--- src/rtl/shared_byte_arbiter.sv ---
// shared_byte_arbiter
//
// Arbitrates two byte-wide, nibble-laned write requesters onto one shared
// 8-bit register. Requests with disjoint lanes are merged and granted together.
// Overlapping requests are granted to one side: the current owner wins until it
// has taken MAX_BURST consecutive exclusive grants, then the other side wins.
//
// Ports
//   i_clk                    clock, rising edge
//   i_rst_n                  asynchronous active-low reset
//   i_req0/i_lane0/i_data0   requester 0: request, lane enables, write data
//   i_req1/i_lane1/i_data1   requester 1: request, lane enables, write data
//   o_gnt0/o_gnt1            combinational grants; the write commits at the next edge
//   o_x                      registered shared vector
//   o_owner                  registered owner state: 00 idle, 01 own0, 10 own1
//   o_burst                  registered consecutive-grant count of the current owner

module shared_byte_arbiter #(
  parameter int unsigned MAX_BURST = 4
) (
  input  logic       i_clk,
  input  logic       i_rst_n,
  input  logic       i_req0,
  input  logic [1:0] i_lane0,
  input  logic [7:0] i_data0,
  input  logic       i_req1,
  input  logic [1:0] i_lane1,
  input  logic [7:0] i_data1,
  output logic       o_gnt0,
  output logic       o_gnt1,
  output logic [7:0] o_x,
  output logic [1:0] o_owner,
  output logic [3:0] o_burst
);

  localparam logic [3:0] BurstMax = 4'(MAX_BURST);

  typedef enum logic [1:0] {
    StIdle = 2'b00,
    StOwn0 = 2'b01,
    StOwn1 = 2'b10
  } state_e;

  state_e     state_q;
  logic [3:0] burst_q;
  logic [7:0] x_q;
  logic [7:0] x_d;

  logic both_req;
  logic overlap;
  logic merge;
  logic burst_full;
  logic pick1;
  logic gnt0;
  logic gnt1;

  // Overwrite only the nibbles whose lane bit is set.
  function automatic logic [7:0] lane_write(input logic [7:0] cur, input logic [1:0] lane,
                                            input logic [7:0] data);
    logic [7:0] res;
    res = cur;
    if (lane[0]) res[3:0] = data[3:0];
    if (lane[1]) res[7:4] = data[7:4];
    return res;
  endfunction

  // Grant decode
  always_comb begin
    both_req   = i_req0 & i_req1;
    overlap    = |(i_lane0 & i_lane1);
    merge      = both_req & ~overlap;
    burst_full = (burst_q >= BurstMax);

    // Conflict winner: the owner keeps the bus until its burst is used up.
    // Idle (and the unused encoding) favours requester 0.
    case (state_q)
      StOwn0:  pick1 = burst_full;
      StOwn1:  pick1 = ~burst_full;
      default: pick1 = 1'b0;
    endcase

    gnt0 = i_req0 & ~(both_req & ~merge & pick1);
    gnt1 = i_req1 & ~(both_req & ~merge & ~pick1);

    // Merged grants have disjoint lanes, so applying both in sequence is safe.
    x_d = x_q;
    if (gnt0) x_d = lane_write(x_d, i_lane0, i_data0);
    if (gnt1) x_d = lane_write(x_d, i_lane1, i_data1);
  end

  // Owner FSM, burst counter and shared vector
  always_ff @(posedge i_clk or negedge i_rst_n) begin
    if (!i_rst_n) begin
      state_q <= StIdle;
      burst_q <= '0;
      x_q     <= '0;
    end else begin
      x_q <= x_d;
      if (merge) begin
        // Merged cycle: owner is kept but its exclusive run is broken.
        burst_q <= '0;
      end else if (gnt0) begin
        if (state_q == StOwn0) begin
          if (!burst_full) burst_q <= burst_q + 4'd1;
        end else begin
          state_q <= StOwn0;
          burst_q <= 4'd1;
        end
      end else if (gnt1) begin
        if (state_q == StOwn1) begin
          if (!burst_full) burst_q <= burst_q + 4'd1;
        end else begin
          state_q <= StOwn1;
          burst_q <= 4'd1;
        end
      end else begin
        state_q <= StIdle;
        burst_q <= '0;
      end
    end
  end

  // Grants are forced low while reset is asserted.
  assign o_gnt0  = gnt0 & i_rst_n;
  assign o_gnt1  = gnt1 & i_rst_n;
  assign o_x     = x_q;
  assign o_owner = state_q;
  assign o_burst = burst_q;

endmodule

--- config.mk ---
export PLATFORM = sky130hd
export DESIGN_NAME = shared_byte_arbiter
export DESIGN_NICKNAME = d
export VERILOG_FILES = /design/src/rtl/shared_byte_arbiter.sv
export SDC_FILE = /design/constraint.sdc
export NUM_CORES = 1
export LEC_CHECK = 0
export BUFFER_PORTS_ARGS = -buffer_cell sky130_fd_sc_hd__buf_2
export CORE_MARGIN = 2
export CORE_UTILIZATION = 51
export DETAILED_ROUTE_END_ITERATION = 6
export PLACE_DENSITY = 0.84
export SLEW_MARGIN = 40
export SYNTH_ARGS = -nofsm -noshare
export SYNTH_HDL_FRONTEND = slang
export SYNTH_SLANG_ARGS = --single-unit
--- constraint.sdc ---
create_clock -name i_clk -period 4.15 [get_ports i_clk]
set_input_delay 0.6225 -clock i_clk [delete_from_list [all_inputs] [get_ports i_clk]]
set_output_delay 0.6225 -clock i_clk [all_outputs]
set_load 0.02 [all_outputs]
==> flow_metrics.tcl, run 1 <==
set metrics [dict create \
    cts_resized 0 \
    holdCritPathClass "in2async" \
    synth-edff-count 0 \
    fmax_ghz 0.354 \
    grtUsageTotal_pct 24.4 \
    drive_above_1_share_pct 34.3 \
    relSlewSlack_pct 44.6 \
    cts-root-buf "clkbuf_4" \
    initial_utilization_pct 55.7 \
    path_clk_slew_ns 0.10 \
    finalSetupTns_ns 0 \
    grt_setup_unrepaired "no" \
    netlist_area_um2 993 \
    cp_max_fo 11 \
    highest_layer "met4" \
    place.gp.congestion 0.859 \
    io_buffer_count 39 \
    syn_to_final_growth_pct 20.8 \
    p_leak_nw 0.522 \
    final-max-slew-violation-count 0 \
    core_um2 1780 \
    status "complete, no violations" \
    fp.dieW_um 48.1 \
    start_kind "register" \
    p_per_area_nw_per_um2 335 \
    num_rows 15 \
    grt_pass1_vias 906 \
    first_iter_violations 40 \
    wl_met2_um 1300 \
    n_antenna_cell 0 \
    irDropWorstVdd_mv 0.241 \
    fin_area_um2 1200 \
    grt_max_degree 23 \
    finalSetupViolCount 0 \
    skew_ns 0.00685 \
    postCtsHoldBufs 0 \
    finalCriticalPeriod_ns 2.83 \
    synthFlopType "dfrtp_1" \
    synth_warnings 0 \
    critPathKind "reg2out" \
    wl_met1_um 1090 \
    synth.avg_cell_area_um2 9.28 \
    fill_cells 148 \
    crit_path_end_kind "output pin" \
    cts_tree "done" \
    die_h_um 48.1 \
    hpwl_um 1860 \
    dieArea_um2 2320 \
    hold_viol 0 \
    post-cts-setup-buffer-count 0 \
    required_ns 3.53 \
    cp_num_buf_inv 1 \
    max_stage_delay_ns 0.69 \
    routed_wl_um 2550 \
    clk_latency_ns 0.28 \
    vias 1046 \
    first_pass_iters 4 \
    cts_buffers 3 \
    ys_ff_latch 14 \
    arrival_ns 2.20 \
    wire_per_inst_um 15.5 \
    path_cells "or2_1 > a21oi_1 > o211a_1 > buf_2" \
    cts.sinks 14 \
    final_nets 166 \
    drv_cap 0 \
    antenna_found_initial 0 \
    syn_nets 132 \
    crit_family "compound AO/OA/AOI/OAI gates" \
    grt_pass1_wl_um 3970 \
    ios 40 \
    htreeDepth 1 \
    ys_types 32 \
    yosysSeqAreaShare_pct 35.3 \
    worstMarginPinSlew_ns 0.832 \
    clockBufferDepth 2 \
    synth_cells 107 \
    placed_area_um2 1160 \
    final_antenna_net_count 0 \
    grt_overflow 0 \
    ys_async_sr_fraction_pct 100 \
    vias_per_cell 6.34 \
    finalCritPeriodShare_pct 68.1 \
    wl_met3_um 131 \
    critPathSlowestCell "a21oi_1" \
    drcViolationCount 0 \
]
==> metal layers <==
metal / up-vias / track usage [%]
met5: - / 0
met4: 0 / 9.19
met3: 4 / 3.70
met2: 46 / 41.3
met1: 499 / 31.2
li1: 497 / -
==> per-stage QoR <==
step                      util (%)  total power [W]  hold slack (ns)  instances  setup slack [ns]
after floorplan                  -         0.000259            0.327        107              1.98
after global placement        65.3         0.000299            0.543        161              1.64
after global routing          67.3         0.000427            0.245        165              1.19
after detailed placement      65.3         0.000304            0.551        161              1.54
after CTS                     67.3         0.000403            0.243        165              1.35
final                         67.3         0.000402            0.228        165              1.32
==> power breakdown <==
| part | total [W] | switching [W] | internal [W] | leakage, nW |
|---|---|---|---|---|
| registers | 0.000168 | 0.0000145 | 0.000153 | 0.170 |
| clock network | 0.000100 | 0.0000471 | 0.0000533 | 0.0210 |
| logic | 0.000134 | 0.0000822 | 0.0000521 | 0.331 |
==> cell families after synthesis <==
group           share of synthesized area [%]
simple gates                             16.1
buf+inv                                  6.42
mux                                      1.01
compound gates                           39.9
flops                                    35.3
fa+ha+maj                                1.26
==> flip-flops by register name (all words and copies together), names as in the netlist <==
name,flops
o_x,8
o_burst,4
o_owner,2
==> layout make-up <==
class | count | area (um2) | area share (%)
clock buffer | 4 | 36.3 | 3.02
inverter | 2 | 7.51 | 0.626
multi-input combinational | 81 | 579 | 48.3
sequential | 14 | 350 | 29.2
tap | 25 | 31.3 | 2.61
timing repair buffer | 39 | 195 | 16.3
==> cell usage in the layout (no fill, tap or decap) <==
cell / instances
nor4b_4: 1
a22oi_2: 1
a21oi_1: 7
a2111oi_4: 1
nor3_1: 8
a21o_1: 1
or2_4: 1
o211a_1: 1
clkbuf_8: 1
nor2_1: 3
a21boi_0: 8
inv_1: 2
clkbuf_4: 3
o31ai_1: 1
or2_2: 1
a221oi_1: 1
o21a_1: 1
ha_1: 1
dfrtp_1: 14
a22o_1: 1
a31oi_1: 9
nand2_1: 6
o2111ai_1: 8
nor2b_1: 1
and2b_1: 1
mux2i_1: 1
nand3b_1: 1
nand3_1: 4
a41oi_1: 8
or2_1: 1
o21ai_0: 3
buf_2: 39
==> path summary, 6_finish.rpt <==
check	cells past startpoint	startpoint	endpoint	slack, ns
worst min-delay path	1	i_rst_n	o_x[4]	0.23
worst max register to register	4	o_burst[3]	o_x[5]	2.09
worst max-delay path	4	o_burst[3]	o_gnt0	1.32
worst min register to register	2	o_burst[1]	o_burst[1]	0.60
min in group i_clk	2	o_burst[1]	o_burst[1]	0.60
max in group asynchronous	1	i_rst_n	o_x[0]	3.66
==> cells in the mapped netlist (2+ instances only) <==
cell / number / area [um2]
dfrtp_1: 14 / 350
a31oi_1: 9 / 56.3
a21boi_0: 8 / 60.1
a41oi_1: 8 / 70.1
nor3_1: 8 / 40.0
o2111ai_1: 8 / 70.1
a21oi_1: 7 / 35.0
nand2_1: 6 / 22.5
clkbuf_1: 5 / 18.8
nand3_1: 4 / 20.0
buf_2: 3 / 15.0
nor2_1: 3 / 11.3
o21ai_0: 3 / 15.0
buf_6: 2 / 22.5
inv_1: 2 / 7.51
Note: power is estimated with default switching activity, not from simulation.
==> run 2, diff against run 1 <==
CORE_UTILIZATION = 47   (was 51)
PLACE_DENSITY = 0.78   (was 0.84)
clock period = 3 ns   (was 4.15 ns; I/O delays follow)
==> run 2 against run 1 <==
Combinational power rose by 40%. Cell count rose by 2.4%. Critical path type unchanged. Utilization fell by 5.9 points. Sequential power rose by 39%. Hold slack got worse by 0.17 ns. Worst setup slack got worse by 0.62 ns. Wire length rose by 0.98%. First-iteration DRC count fell by 63%. Register-to-register slack got worse by 0.82 ns. Critical path depth rose by 1. Largest power group unchanged. Highest routed layer unchanged.
==> flow_metrics.tcl, run 2 (synthesis results as in run 1) <==
set metrics [dict create \
    wire_per_inst_um 15.2 \
    post-cts-setup-buffer-count 0 \
    hpwl_um 1930 \
    finalCritPeriodShare_pct 76.7 \
    dieArea_um2 2500 \
    cts_tree "done" \
    drcViolationCount 0 \
    skew_ns 0.00467 \
    finalSetupViolCount 0 \
    core_um2 1980 \
    r2r_setup_slack_ns 1.27 \
    cts_resized 0 \
    grt_pass1_wl_um 4520 \
    hold_viol 0 \
    fmax_ghz 0.435 \
    startpoint "o_burst[3]" \
    vias_per_cell 6.14 \
    first_iter_violations 15 \
    relSlewSlack_pct 71.5 \
    r2r_end "o_x[7]" \
    crit_path_end_kind "output pin" \
    final_nets 168 \
    drv_cap 0 \
    p_per_area_nw_per_um2 461 \
    grt_setup_unrepaired "no" \
    fill_cells 169 \
    initial_utilization_pct 50.1 \
    path_clk_slew_ns 0.09 \
    vias 1037 \
    cp_max_fo 11 \
    n_antenna_cell 0 \
    ios 40 \
    largest_reg_flops 8 \
    worstMarginPinSlew_ns 0.428 \
    first_pass_iters 4 \
    place.gp.congestion 0.759 \
    holdCritPathClass "in2async" \
    finalSetupTns_ns 0 \
    postCtsHoldBufs 0 \
    finalCriticalPeriod_ns 2.30 \
    cts_buffers 3 \
    grt_max_degree 23 \
    required_ns 2.55 \
    grt_pass1_vias 1072 \
    drive_above_1_share_pct 35.2 \
    syn_to_final_growth_pct 22.5 \
    holdWs_ns 0.0542 \
    final_antenna_net_count 0 \
    critPathKind "reg2out" \
    cts-root-buf "clkbuf_4" \
    io_buffer_count 39 \
    routed_wl_um 2580 \
    final-max-slew-violation-count 0 \
    status "complete, no violations" \
    irDropWorstVdd_mv 0.267 \
    place_ws_ns 0.767 \
    crit_end "o_gnt1" \
    clk_latency_ns 0.28 \
    arrival_ns 1.85 \
    cts.sinks 14 \
    r2r_cells 5 \
    worstReg2RegStart "o_burst[3]" \
    layout_common_cells "39 x buf_2, 14 x dfrtp_1, 9 x a31oi_1" \
    num_rows 16 \
    p_leak_nw 0.532 \
    clockBufferDepth 2 \
    die_h_um 50.0 \
    grt_overflow 0 \
    setup_slack_ns 0.700 \
    htreeDepth 1 \
    start_kind "register" \
    final_common_cell "buf_2" \
    grtUsageTotal_pct 23.3 \
    instances_no_fill 169 \
    antenna_found_initial 0 \
    dp.cells 165 \
    fp.dieW_um 50.0 \
]
-- run 2: area by class of cell --
type                    instances  area [um2]  area share [%]
well taps                      27        33.8            2.77
clock buffers                   4        36.3            2.98
inverters                       2        7.51           0.617
repair buffers                 41         210            17.3
flip-flops and latches         14         350            28.8
multi-input cells              81         579            47.6
-- run 2: critical path, stage by stage, from the launching register on --
cell and delay, ns:
dfrtp_1 0.45, or2_1 0.37, a2111oi_4 0.31, buf_4 0.23, nor2_1 0.06, buf_2 0.15
-- run 2: worst min path at each step --
stage	slack [ns]	start	cells after the start	endpoint
after floorplan	0.15	i_rst_n	0	o_burst[0]
after global placement	0.38	i_rst_n	1	o_x[4]
after detailed placement	0.38	i_rst_n	1	o_x[7]
after CTS	0.06	i_rst_n	1	o_x[7]
after global routing	0.07	i_rst_n	1	o_x[6]
final	0.05	i_rst_n	1	o_x[6]
-- run 2: through the flow --
stage | util [%] | power [W] | instance area, um2
2_1_floorplan | - | 0.000359 | 993
3_3_place_gp | 59.6 | 0.000418 | 1180
3_5_place_dp | 59.6 | 0.000424 | 1180
4_1_cts | 61.4 | 0.000563 | 1220
5_1_grt | 61.4 | 0.000597 | 1220
6_report | 61.4 | 0.000561 | 1220
-- run 2: power breakdown --
group | switching, W | leakage [nW] | internal (W)
clock | 0.0000659 | 0.0210 | 0.0000739
sequential | 0.0000214 | 0.170 | 0.000212
combinational | 0.000113 | 0.341 | 0.0000747
total | 0.000200 | 0.532 | 0.000361
-- run 2: layer usage --
metal  routed length (um)  GRT usage [%]  vias to the layer above  share of wire, %
met5                    0              0                        -                 0
met4                   31           11.1                        0               1.2
met3                  130           2.73                        4               5.0
met2                 1320           42.4                       37                51
met1                 1100           26.7                      496                43
li1                     -              -                      500                 -
